===== config.mk =====
export PLATFORM = sky130hd
export DESIGN_NAME = serial_add_ctrl
export DESIGN_NICKNAME = d
export VERILOG_FILES = /design/src/rtl/serial_add_ctrl.sv
export SDC_FILE = /design/constraint.sdc
export NUM_CORES = 1
export LEC_CHECK = 0
export BUFFER_PORTS_ARGS = -buffer_cell sky130_fd_sc_hd__buf_2
export CORE_MARGIN = 2
export CORE_UTILIZATION = 40
export DETAILED_ROUTE_END_ITERATION = 6
export GPL_TIMING_DRIVEN = 0
export SYNTH_ARGS = -nofsm -noshare
export SYNTH_HDL_FRONTEND = slang
export SYNTH_SLANG_ARGS = --single-unit

===== constraint.sdc =====
create_clock -name clk -period 2.6 [get_ports clk]
set_input_delay 0.39 -clock clk [delete_from_list [all_inputs] [get_ports clk]]
set_output_delay 0.39 -clock clk [all_outputs]
set_load 0.005 [all_outputs]

===== src/rtl/serial_add_ctrl.sv =====
// Bit-serial add sequencer. It drives one external one-bit full adder,
// LSB first, and holds the ripple carry in a register between bits.
// Each operation takes WIDTH RUN cycles followed by a one-cycle DONE pulse.
module serial_add_ctrl #(
    parameter int unsigned WIDTH = 8
) (
    input  logic             clk,
    input  logic             rst,
    input  logic             start,
    input  logic [WIDTH-1:0] a,
    input  logic [WIDTH-1:0] b,
    input  logic             cin,
    output logic             busy,
    output logic             done,
    output logic [WIDTH-1:0] sum,
    output logic             cout,
    output logic             fa_a,
    output logic             fa_b,
    output logic             fa_cin,
    input  logic             fa_sum,
    input  logic             fa_cout
);

    localparam int unsigned CNT_W = $clog2(WIDTH) + 1;
    localparam logic [CNT_W-1:0] CNT_LAST = CNT_W'(WIDTH - 1);

    typedef enum logic [1:0] {
        S_IDLE,
        S_RUN,
        S_DONE
    } state_t;

    state_t           state_q;
    logic [WIDTH-1:0] a_sh_q;
    logic [WIDTH-1:0] b_sh_q;
    logic [WIDTH-1:0] res_sh_q;
    logic [WIDTH-1:0] res_sh_d;
    logic [WIDTH-1:0] sum_q;
    logic             c_q;
    logic             cout_q;
    logic             busy_q;
    logic             done_q;
    logic [CNT_W-1:0] cnt_q;

    // Next value of the result shift register: the new sum bit enters at the MSB.
    // A one-bit adder has no older bits to shift down, so it takes fa_sum directly.
    generate
        if (WIDTH == 1) begin : g_res_w1
            assign res_sh_d = fa_sum;
        end else begin : g_res_wn
            assign res_sh_d = {fa_sum, res_sh_q[WIDTH-1:1]};
        end
    endgenerate

    // Sequencer: captures operands, steps one bit per clock, and publishes the result.
    always_ff @(posedge clk or posedge rst) begin
        if (rst) begin
            state_q  <= S_IDLE;
            a_sh_q   <= '0;
            b_sh_q   <= '0;
            res_sh_q <= '0;
            sum_q    <= '0;
            c_q      <= 1'b0;
            cout_q   <= 1'b0;
            busy_q   <= 1'b0;
            done_q   <= 1'b0;
            cnt_q    <= '0;
        end else begin
            case (state_q)
                S_IDLE: begin
                    done_q <= 1'b0;
                    busy_q <= 1'b0;
                    if (start) begin
                        a_sh_q  <= a;
                        b_sh_q  <= b;
                        c_q     <= cin;
                        cnt_q   <= '0;
                        busy_q  <= 1'b1;
                        state_q <= S_RUN;
                    end
                end
                S_RUN: begin
                    res_sh_q <= res_sh_d;
                    c_q      <= fa_cout;
                    a_sh_q   <= a_sh_q >> 1;
                    b_sh_q   <= b_sh_q >> 1;
                    cnt_q    <= cnt_q + CNT_W'(1);
                    if (cnt_q == CNT_LAST) begin
                        sum_q   <= res_sh_d;
                        cout_q  <= fa_cout;
                        done_q  <= 1'b1;
                        state_q <= S_DONE;
                    end
                end
                S_DONE: begin
                    done_q  <= 1'b0;
                    busy_q  <= 1'b0;
                    state_q <= S_IDLE;
                end
                default: begin
                    done_q  <= 1'b0;
                    busy_q  <= 1'b0;
                    state_q <= S_IDLE;
                end
            endcase
        end
    end

    // Adder operands are driven only while running and are held at zero otherwise.
    always_comb begin
        fa_a   = 1'b0;
        fa_b   = 1'b0;
        fa_cin = 1'b0;
        if (state_q == S_RUN) begin
            fa_a   = a_sh_q[0];
            fa_b   = b_sh_q[0];
            fa_cin = c_q;
        end
    end

    assign busy = busy_q;
    assign done = done_q;
    assign sum  = sum_q;
    assign cout = cout_q;

endmodule


==> impl_metrics.ini, run 1 <==
[die]
core_sq_um = 4350
rows = 24
start_util = 0.418
design.portCount = 36
die_area_sq_um = 5100
die_width_microns = 71.4
die_h_microns = 71.4

[timing]
final.setup.tns_ps = 0
finalHoldViolCount = 0
final.setup_skew_ps = 5.18
slew_headroom = 0.442
worstMarginPinSlew_ps = 835
finalCriticalPeriod_ps = 2140
rsz0062_at_grt = false
max_freq_mhz = 467
drv_slew = 0
finalSetupViolCount = 0
period_share = 0.824
fin_hold_ws_ps = 258

[synth]
synth_top_area_share = 0.564
synthXorXnorAreaFrac = 0
synth_compound_area_frac = 0.135
muxShareOfSynthArea = 0.0619
avgSynthCellArea_sq_um = 10.3
ys_types = 24
ys_seq_elements = 41
synth_top_family_by_area = simple AND/OR/NAND/NOR gates
ys_warn_count = 0
synth_area_leaders = dfrtp_1 56%, nand2_1 8.0%, and3b_1 6.3%, mux2_2 6.2%, a21oi_1 5.0%
synth_fp_nets = 199
synth_adder_area_share = 0.00688
synthSimpleGateAreaFrac = 0.200
syn_inst = 176
yosys.area.top_type = dfrtp_1
ys_seq_area_frac = 0.564
syn_area_sq_um = 1820

[placed_design]
post-place-cells = 262
portBuffers = 34
place.gp.congestion = 0.772
dpl_cell_area_sq_um = 2050
hpwlAfterDp_mm = 2.49

[clocking]
clockBufferDepth = 2
cts_tree = yes
cts_max_level = 2
clk_pin_slew_ps = 80
holdBufCountCts = 0
cts_root_buf = clkbuf_8
cts_resized = 0
post-cts-setup-buffers = 0
cts_num_sinks = 41
cts_made_buffers = 5
worstSkewPairLatency_ps = 290

[setup_path]
crit_path_max_fanout = 10
rr_worst_depth = 4
worstSetupPathType = register to output pin
reg2reg_to = sum[1]
cp-end-kind = output pin
r2r-start = state_q[1]
critPathLaunch = state_q[0]
worstSetupEndpoint = fa_cin
crit_arrival_ps = 1750
r2r_slack_ps = 930
crit_required_ps = 2210
critPathLaunchType = register

[pwr]
power_frac_comb = 0.388
internal_power_w = 0.00154
clkPwrFrac = 0.166
seqPwrFrac = 0.446
p_sw_frac = 0.361
p_leak_nw = 1.08
power_switching_w = 0.000870
ir_drop_mv = 0.443
powerDensity_nw_per_um2 = 1130

[routing]
drt-pass1-iter-count = 4
dr_total_vias = 1397
route.detailed.drc = 0
wl_mm = 3.64
vias_per_cell = 5.17
wl_per_cell_microns = 13.5
ant_nets = 0
drtIter0Drc = 43

[run]
cap_violations = 0

[layout]
num-nets-final = 240
antenna_cells = 0
final_cell_area_sq_um = 2140
final_cell_mix = 41 x dfrtp_1, 39 x nand2_1, 38 x buf_2
seqCellArea_sq_um = 1030
final_common_cell = dfrtp_1
syn2layout_area_growth_pct = 17.5
fill_cells = 397
instances_no_fill = 270
drive_above_1_share = 0.271
multiInputGateArea_sq_um = 736

[worst_hold_path]
hold_class = input pin to asynchronous set/reset pin

[status]
status = complete, no violations

[grt]
grt_usage = 0.160
gr-total-overflow = 0
grt_max_degree = 42
antenna_found_initial = 0
grt_pass1_wl_mm = 6.37
grt_pass1_vias = 1388
-- cells by family (layout without fill, tap and decap cells) --
| kind of cell | after synthesis | count (layout) |
|---|---|---|
| DFF | 41 | 41 |
| adders and majority gates | 1 | 1 |
| muxes | 10 | 10 |
| and+or+nand+nor | 68 | 68 |
| buffers and inverters | 12 | 54 |
| AOI/OAI and AO/OA | 44 | 44 |
-- sequential cells by signal, summed over array words and instances, names as in the netlist --
| signal | cells |
|---|---|
| c_q | 1 |
| cnt_q | 4 |
| done | 1 |
| res_sh_q | 7 |
| state_q | 2 |
| busy | 1 |
| sum | 8 |
| a_sh_q | 8 |
| b_sh_q | 8 |
| cout | 1 |
-- power by group through the flow --
| stage | sequential [W] | combinational, W | clock [W] |
|---|---|---|---|
| after detailed placement | 0.00109 | 0.000944 | 0 |
| final | 0.00107 | 0.000934 | 0.000400 |
| after floorplan | 0.00106 | 0.000661 | 0 |
| after global placement | 0.00108 | 0.000933 | 0 |
| after global routing | 0.00112 | 0.00107 | 0.000440 |
| after CTS | 0.00108 | 0.000949 | 0.000410 |
-- per-layer routing --
metal  wire length, microns  track usage
met5                      0            0
met4                     77       0.0440
met3                    165       0.0534
met2                   1620        0.245
met1                   1780        0.220
-- Yosys cell counts --
master,instances
ha_1,1
and2b_1,2
and3b_1,13
and2_0,1
a22oi_1,3
o21a_1,1
inv_1,1
buf_2,4
clkbuf_1,6
nand2b_1,1
nor3_4,1
dfrtp_1,41
o31ai_1,1
mux2_2,10
a22o_1,2
and2_1,3
a21oi_1,18
nor2_1,3
nand3_1,1
o21ai_0,18
buf_6,1
o21bai_2,1
nor2b_1,4
nand2_1,39
-- layout make-up --
| class | count | share of cell area |
|---|---|---|
| Multi-Input combinational cell | 123 | 0.344 |
| Inverter | 1 | 0.00176 |
| Clock inverter | 2 | 0.00468 |
| Clock buffer | 6 | 0.0340 |
| Buffer | 11 | 0.0252 |
| Timing Repair Buffer | 34 | 0.0796 |
| Tap cell | 52 | 0.0304 |
| Sequential cell | 41 | 0.480 |
-- worst max-delay path: stages (launching register included) --
cell and delay [ps]:
dfrtp_1 350, buf_2 200, and2b_1 220, clkbuf_1 370
and2_1 200, buf_2 110
-- through the flow --
step           setup slack, ps  power, W   util
6_report                   457   0.00241  0.491
5_1_grt                    341   0.00262  0.491
4_1_cts                    446   0.00243  0.491
3_5_place_dp               784   0.00203  0.472
3_3_place_gp               656   0.00202  0.472
2_1_floorplan             1110   0.00172      -
-- how the worst min path moves through the flow --
stage / start / endpoint / slack [ps]
floorplan: res_sh_q[1] / res_sh_q[1] / 440
detailed placement: b_sh_q[0] / b_sh_q[0] / 470
global placement: a_sh_q[0] / a_sh_q[0] / 460
CTS: rst / sum[6] / 300
global route: fa_sum / res_sh_q[7] / 310
finish: rst / res_sh_q[7] / 260
Power figures use the tool's default switching activity.
==> run 2, diff against run 1 <==
==> constraint.sdc (replaced) <==
create_clock -name clk -period 1.88 [get_ports clk]
set_input_delay 0.282 -clock clk [delete_from_list [all_inputs] [get_ports clk]]
set_output_delay 0.282 -clock clk [all_outputs]
set_load 0.005 [all_outputs]
==> run 2 against run 1 <==
Clock-buffer cell count unchanged. Cell count decreased by 0.37%. Utilization unchanged. Sequential cell count unchanged. Global-route usage about the same. Hold slack got worse by 120 ps.
==> impl_metrics.ini, run 2 (same netlist as run 1, synthesis figures left out) <==
[status]
status = complete, no violations

[die]
die_area_sq_um = 5100
core_sq_um = 4350
die_width_microns = 71.4
start_util = 0.418
design.portCount = 36
die_h_microns = 71.4
rows = 24

[routing]
route.detailed.drc = 0
drtIter0Drc = 53
wl_per_cell_microns = 13.6
dr_total_vias = 1397
vias_per_cell = 5.19
ant_nets = 0
drt-pass1-iter-count = 5
wl_mm = 3.66

[setup_path]
crit_required_ps = 1600
critPathLaunchType = register
cp-end-kind = output pin
worstSetupPathType = register to output pin
crit_path_max_fanout = 13
crit_arrival_ps = 1460

[clocking]
worstSkewPairLatency_ps = 290
cts_num_sinks = 41
cts_made_buffers = 5
cts_root_buf = clkbuf_8
post-cts-setup-buffers = 0
clk_pin_slew_ps = 80
cts_max_level = 2
cts_tree = yes
clockBufferDepth = 2

[pwr]
power_frac_comb = 0.389
ir_drop_mv = 0.616
seqPwrFrac = 0.445
powerDensity_nw_per_um2 = 1560
internal_power_w = 0.00213
power_switching_w = 0.00121
clkPwrFrac = 0.166
p_leak_nw = 1.08
total_power_w = 0.00334
p_sw_frac = 0.361

[timing]
fin_hold_ws_ps = 142
drv_slew = 0
finalSetupViolCount = 0
finalHoldViolCount = 0
worstMarginPinSlew_ps = 841
final.setup_skew_ps = 4.06
finalCriticalPeriod_ps = 1740
max_freq_mhz = 574
rsz0062_at_grt = false
period_share = 0.927
final.setup.tns_ps = 0
slew_headroom = 0.439

[layout]
final_common_cell = dfrtp_1
antenna_cells = 0
drive_above_1_share = 0.276
final_cell_mix = 41 x dfrtp_1, 39 x nand2_1, 37 x buf_2
syn2layout_area_growth_pct = 17.5
num-nets-final = 239

[placed_design]
hpwlAfterDp_mm = 2.49
place.gp.congestion = 0.772
portBuffers = 34

[run]
cap_violations = 0

[grt]
grt_usage = 0.161
gr-total-overflow = 0
grt_max_degree = 42
grt_pass1_vias = 1389
grt_pass1_wl_mm = 6.38
antenna_found_initial = 0

[worst_hold_path]
hold_class = input pin to asynchronous set/reset pin
==> run 2: changes by cell type in the layout (fill, tap and decap cells not counted) <==
cell	change
buf_4	+1
and2b_1	-1
buf_2	-1
clkbuf_1	-1
and2b_2	+1
==> run 2: power by group through the flow <==
stage	logic [W]	clock network (W)	registers (W)
after CTS	0.00132	0.000567	0.00149
after global placement	0.00129	0	0.00150
after floorplan	0.000913	0	0.00147
after detailed placement	0.00131	0	0.00150
after global routing	0.00148	0.000609	0.00154
final	0.00130	0.000555	0.00149
==> run 2: worst paths after layout <==
path / cells past startpoint / end / startpoint / slack, ps
hold / removal: 2 / res_sh_q[7] / rst / 140
setup reg to reg: 4 / sum[1] / state_q[1] / 200
setup / recovery: 4 / fa_cin / state_q[0] / 140
min in group clk: 3 / res_sh_q[7] / fa_sum / 210
max in group asynchronous: 2 / cnt_q[0] / rst / 1200
hold reg to reg: 2 / a_sh_q[6] / a_sh_q[6] / 480
==> run 2: routing by layer <==
layer  track usage  wire length, microns  vias to the layer above  share of wire
li1              -                     -                      681              -
met3        0.0534                   154                        8          0.042
met2         0.246                  1620                       35           0.44
met1         0.220                  1800                      673           0.49
met4        0.0440                    78                        0          0.021
met5             0                     0                        -              0
==> run 2: critical path, cell delays in order (launching register included) <==
cell and delay, ps:
dfrtp_1 380, buf_4 170, and2b_2 300, and2_1 200
buf_2 120
==> run 2: cell type report <==
type,count,area [sq um]
well taps,52,65.1
plain buffers,10,52.6
repair buffers,34,170
fillers,401,2220
inverters,1,3.75
flip-flops and latches,41,1030
clock buffers,6,72.6
multi-input cells,123,737
clock inverters,2,10.0
==> run 2: metrics by stage <==
step / setup WS [ps] / util / instances / area [sq um]
final: 136 / 0.491 / 269 / 2140
after global routing: 67.5 / 0.491 / 269 / 2140
after CTS: 21.6 / 0.492 / 270 / 2140
after detailed placement: 172 / 0.472 / 262 / 2050
after global placement: 44.2 / 0.472 / 262 / 2050
after floorplan: 391 / - / 176 / 1820
==> run 2: what timing repair did <==
action / CTS / global route
gates resized for setup: 2 / 3
pin swaps: 0 / 0
endpoints found under the setup margin: 2 / 2
hold buffers: 0 / 0
==> run 3, diff against run 2 <==
--- a/config.mk
+++ b/config.mk
@@ -6,10 +6,13 @@
 export NUM_CORES = 1
 export LEC_CHECK = 0
 export BUFFER_PORTS_ARGS = -buffer_cell sky130_fd_sc_hd__buf_2
+export CELL_PAD_IN_SITES_DETAIL_PLACEMENT = 0
+export CELL_PAD_IN_SITES_GLOBAL_PLACEMENT = 1
 export CORE_MARGIN = 2
-export CORE_UTILIZATION = 40
+export CORE_UTILIZATION = 37
 export DETAILED_ROUTE_END_ITERATION = 6
 export GPL_TIMING_DRIVEN = 0
+export PLACE_DENSITY_LB_ADDON = 0.1
 export SYNTH_ARGS = -nofsm -noshare
 export SYNTH_HDL_FRONTEND = slang
 export SYNTH_SLANG_ARGS = --single-unit
==> run 3 against run 2 <==
Register-to-register slack lost 20 ps. Via count shrank 0.29%. Non-clock buffer count is the same. Setup slack lost 6.8 ps. Cell count grew 5.2%. Global-route usage shrank 0.11 points. Hold slack gained 28 ps. Largest power group unchanged.
==> impl_metrics.ini, run 3 (same netlist as run 1, synthesis figures left out) <==
[timing]
final.setup.tns_ps = 0
fin_hold_ws_ps = 170
slew_headroom = 0.427
worstMarginPinSlew_ps = 858
final.setup_skew_ps = 4.11
drv_slew = 0
finalSetupViolCount = 0
max_freq_mhz = 571
period_share = 0.931
rsz0062_at_grt = false
finalHoldViolCount = 0
finalCriticalPeriod_ps = 1750

[clocking]
cts_resized = 2
cts_max_level = 2
cts_made_buffers = 5
cts_num_sinks = 41
post-cts-setup-buffers = 0
clk_pin_slew_ps = 70
cts_root_buf = clkbuf_8
clockBufferDepth = 2
cts_tree = yes
holdBufCountCts = 0
worstSkewPairLatency_ps = 290

[run]
cap_violations = 0

[setup_path]
cp_num_buf_inv = 2
worstSetupPathType = register to output pin
cp_top_family = simple AND/OR/NAND/NOR gates
worstPathCellList = buf_2 -> and2b_2 -> and2_1 -> buf_2
cpMostUsedCell = buf_2
critPathLaunchType = register
cp_slowest_stage_delay_ps = 370
crit_arrival_ps = 1470
cp-end-kind = output pin
crit_path_max_fanout = 13
crit_required_ps = 1600
critPathSlowestCell = dfrtp_1

[status]
status = complete, no violations

[grt]
grt_pass1_vias = 1431
grt_max_degree = 42
gr-total-overflow = 0
antenna_found_initial = 0
grt_usage = 0.160
grt_pass1_wl_mm = 6.60

[layout]
fill_cells = 462
syn2layout_area_growth_pct = 18.6
final_common_cell = dfrtp_1
drive_above_1_share = 0.273
antenna_cells = 0
final_cell_mix = 41 x dfrtp_1, 39 x nand2_1, 38 x buf_2
utilization = 0.457
num-nets-final = 239

[pwr]
powerDensity_nw_per_um2 = 1560
ir_drop_mv = 0.582
p_leak_nw = 1.08

[die]
start_util = 0.385
rows = 25
core_sq_um = 4720
die_area_sq_um = 5490
design.portCount = 36
die_width_microns = 74.1
die_h_microns = 74.1

[routing]
wl_mm = 3.94
drtIter0Drc = 57
vias_per_cell = 4.92
drt-pass1-iter-count = 4
route.detailed.drc = 0
ant_nets = 0
wl_per_cell_microns = 13.9
dr_total_vias = 1393

[placed_design]
portBuffers = 34
hpwlAfterDp_mm = 2.69
place.gp.congestion = 0.747

[worst_hold_path]
hold_class = input pin to asynchronous set/reset pin
## run 3: final timing paths
kind,depth (start not counted),startpoint,to,slack (ps)
min in group clk,3,fa_sum,res_sh_q[7],200
setup / recovery,4,state_q[0],fa_cin,130
hold / removal,2,rst,sum[7],170
hold reg to reg,2,res_sh_q[1],res_sh_q[1],470
max in group asynchronous,2,rst,sum[0],1180
setup reg to reg,4,state_q[1],sum[6],180
## run 3: layer usage
layer	vias to the layer above	GRT usage	wire, microns
met2	33	0.250	1830
met5	-	0	0
met3	7	0.0461	175
met4	0	0.0545	56
met1	676	0.213	1880
li1	677	-	-
## run 3: area by class of cell
cell class	instances	area (sq um)	area share
Inverter	1	3.75	0.00174
Buffer	10	50.0	0.0232
Multi-Input combinational cell	123	737	0.342
Timing Repair Buffer	34	170	0.0789
Tap cell	67	83.8	0.0389
Clock buffer	7	86.3	0.0400
Sequential cell	41	1030	0.476
## run 3: report_power, final
group | switching [W] | internal (W) | total [W]
sequential | 0.000220 | 0.00127 | 0.00149
combinational | 0.000705 | 0.000605 | 0.00131
clock | 0.000281 | 0.000291 | 0.000573
total | 0.00121 | 0.00216 | 0.00337
## run 3: metrics by stage
step,total power (W),worst slack (ps),cells,cell area (sq um)
finish,0.00337,130,283,2160
global placement,0.00279,103,277,2070
detailed placement,0.00284,143,277,2070
floorplan,0.00238,391,176,1820
global route,0.00366,24.7,283,2160
CTS,0.00344,9.62,284,2160
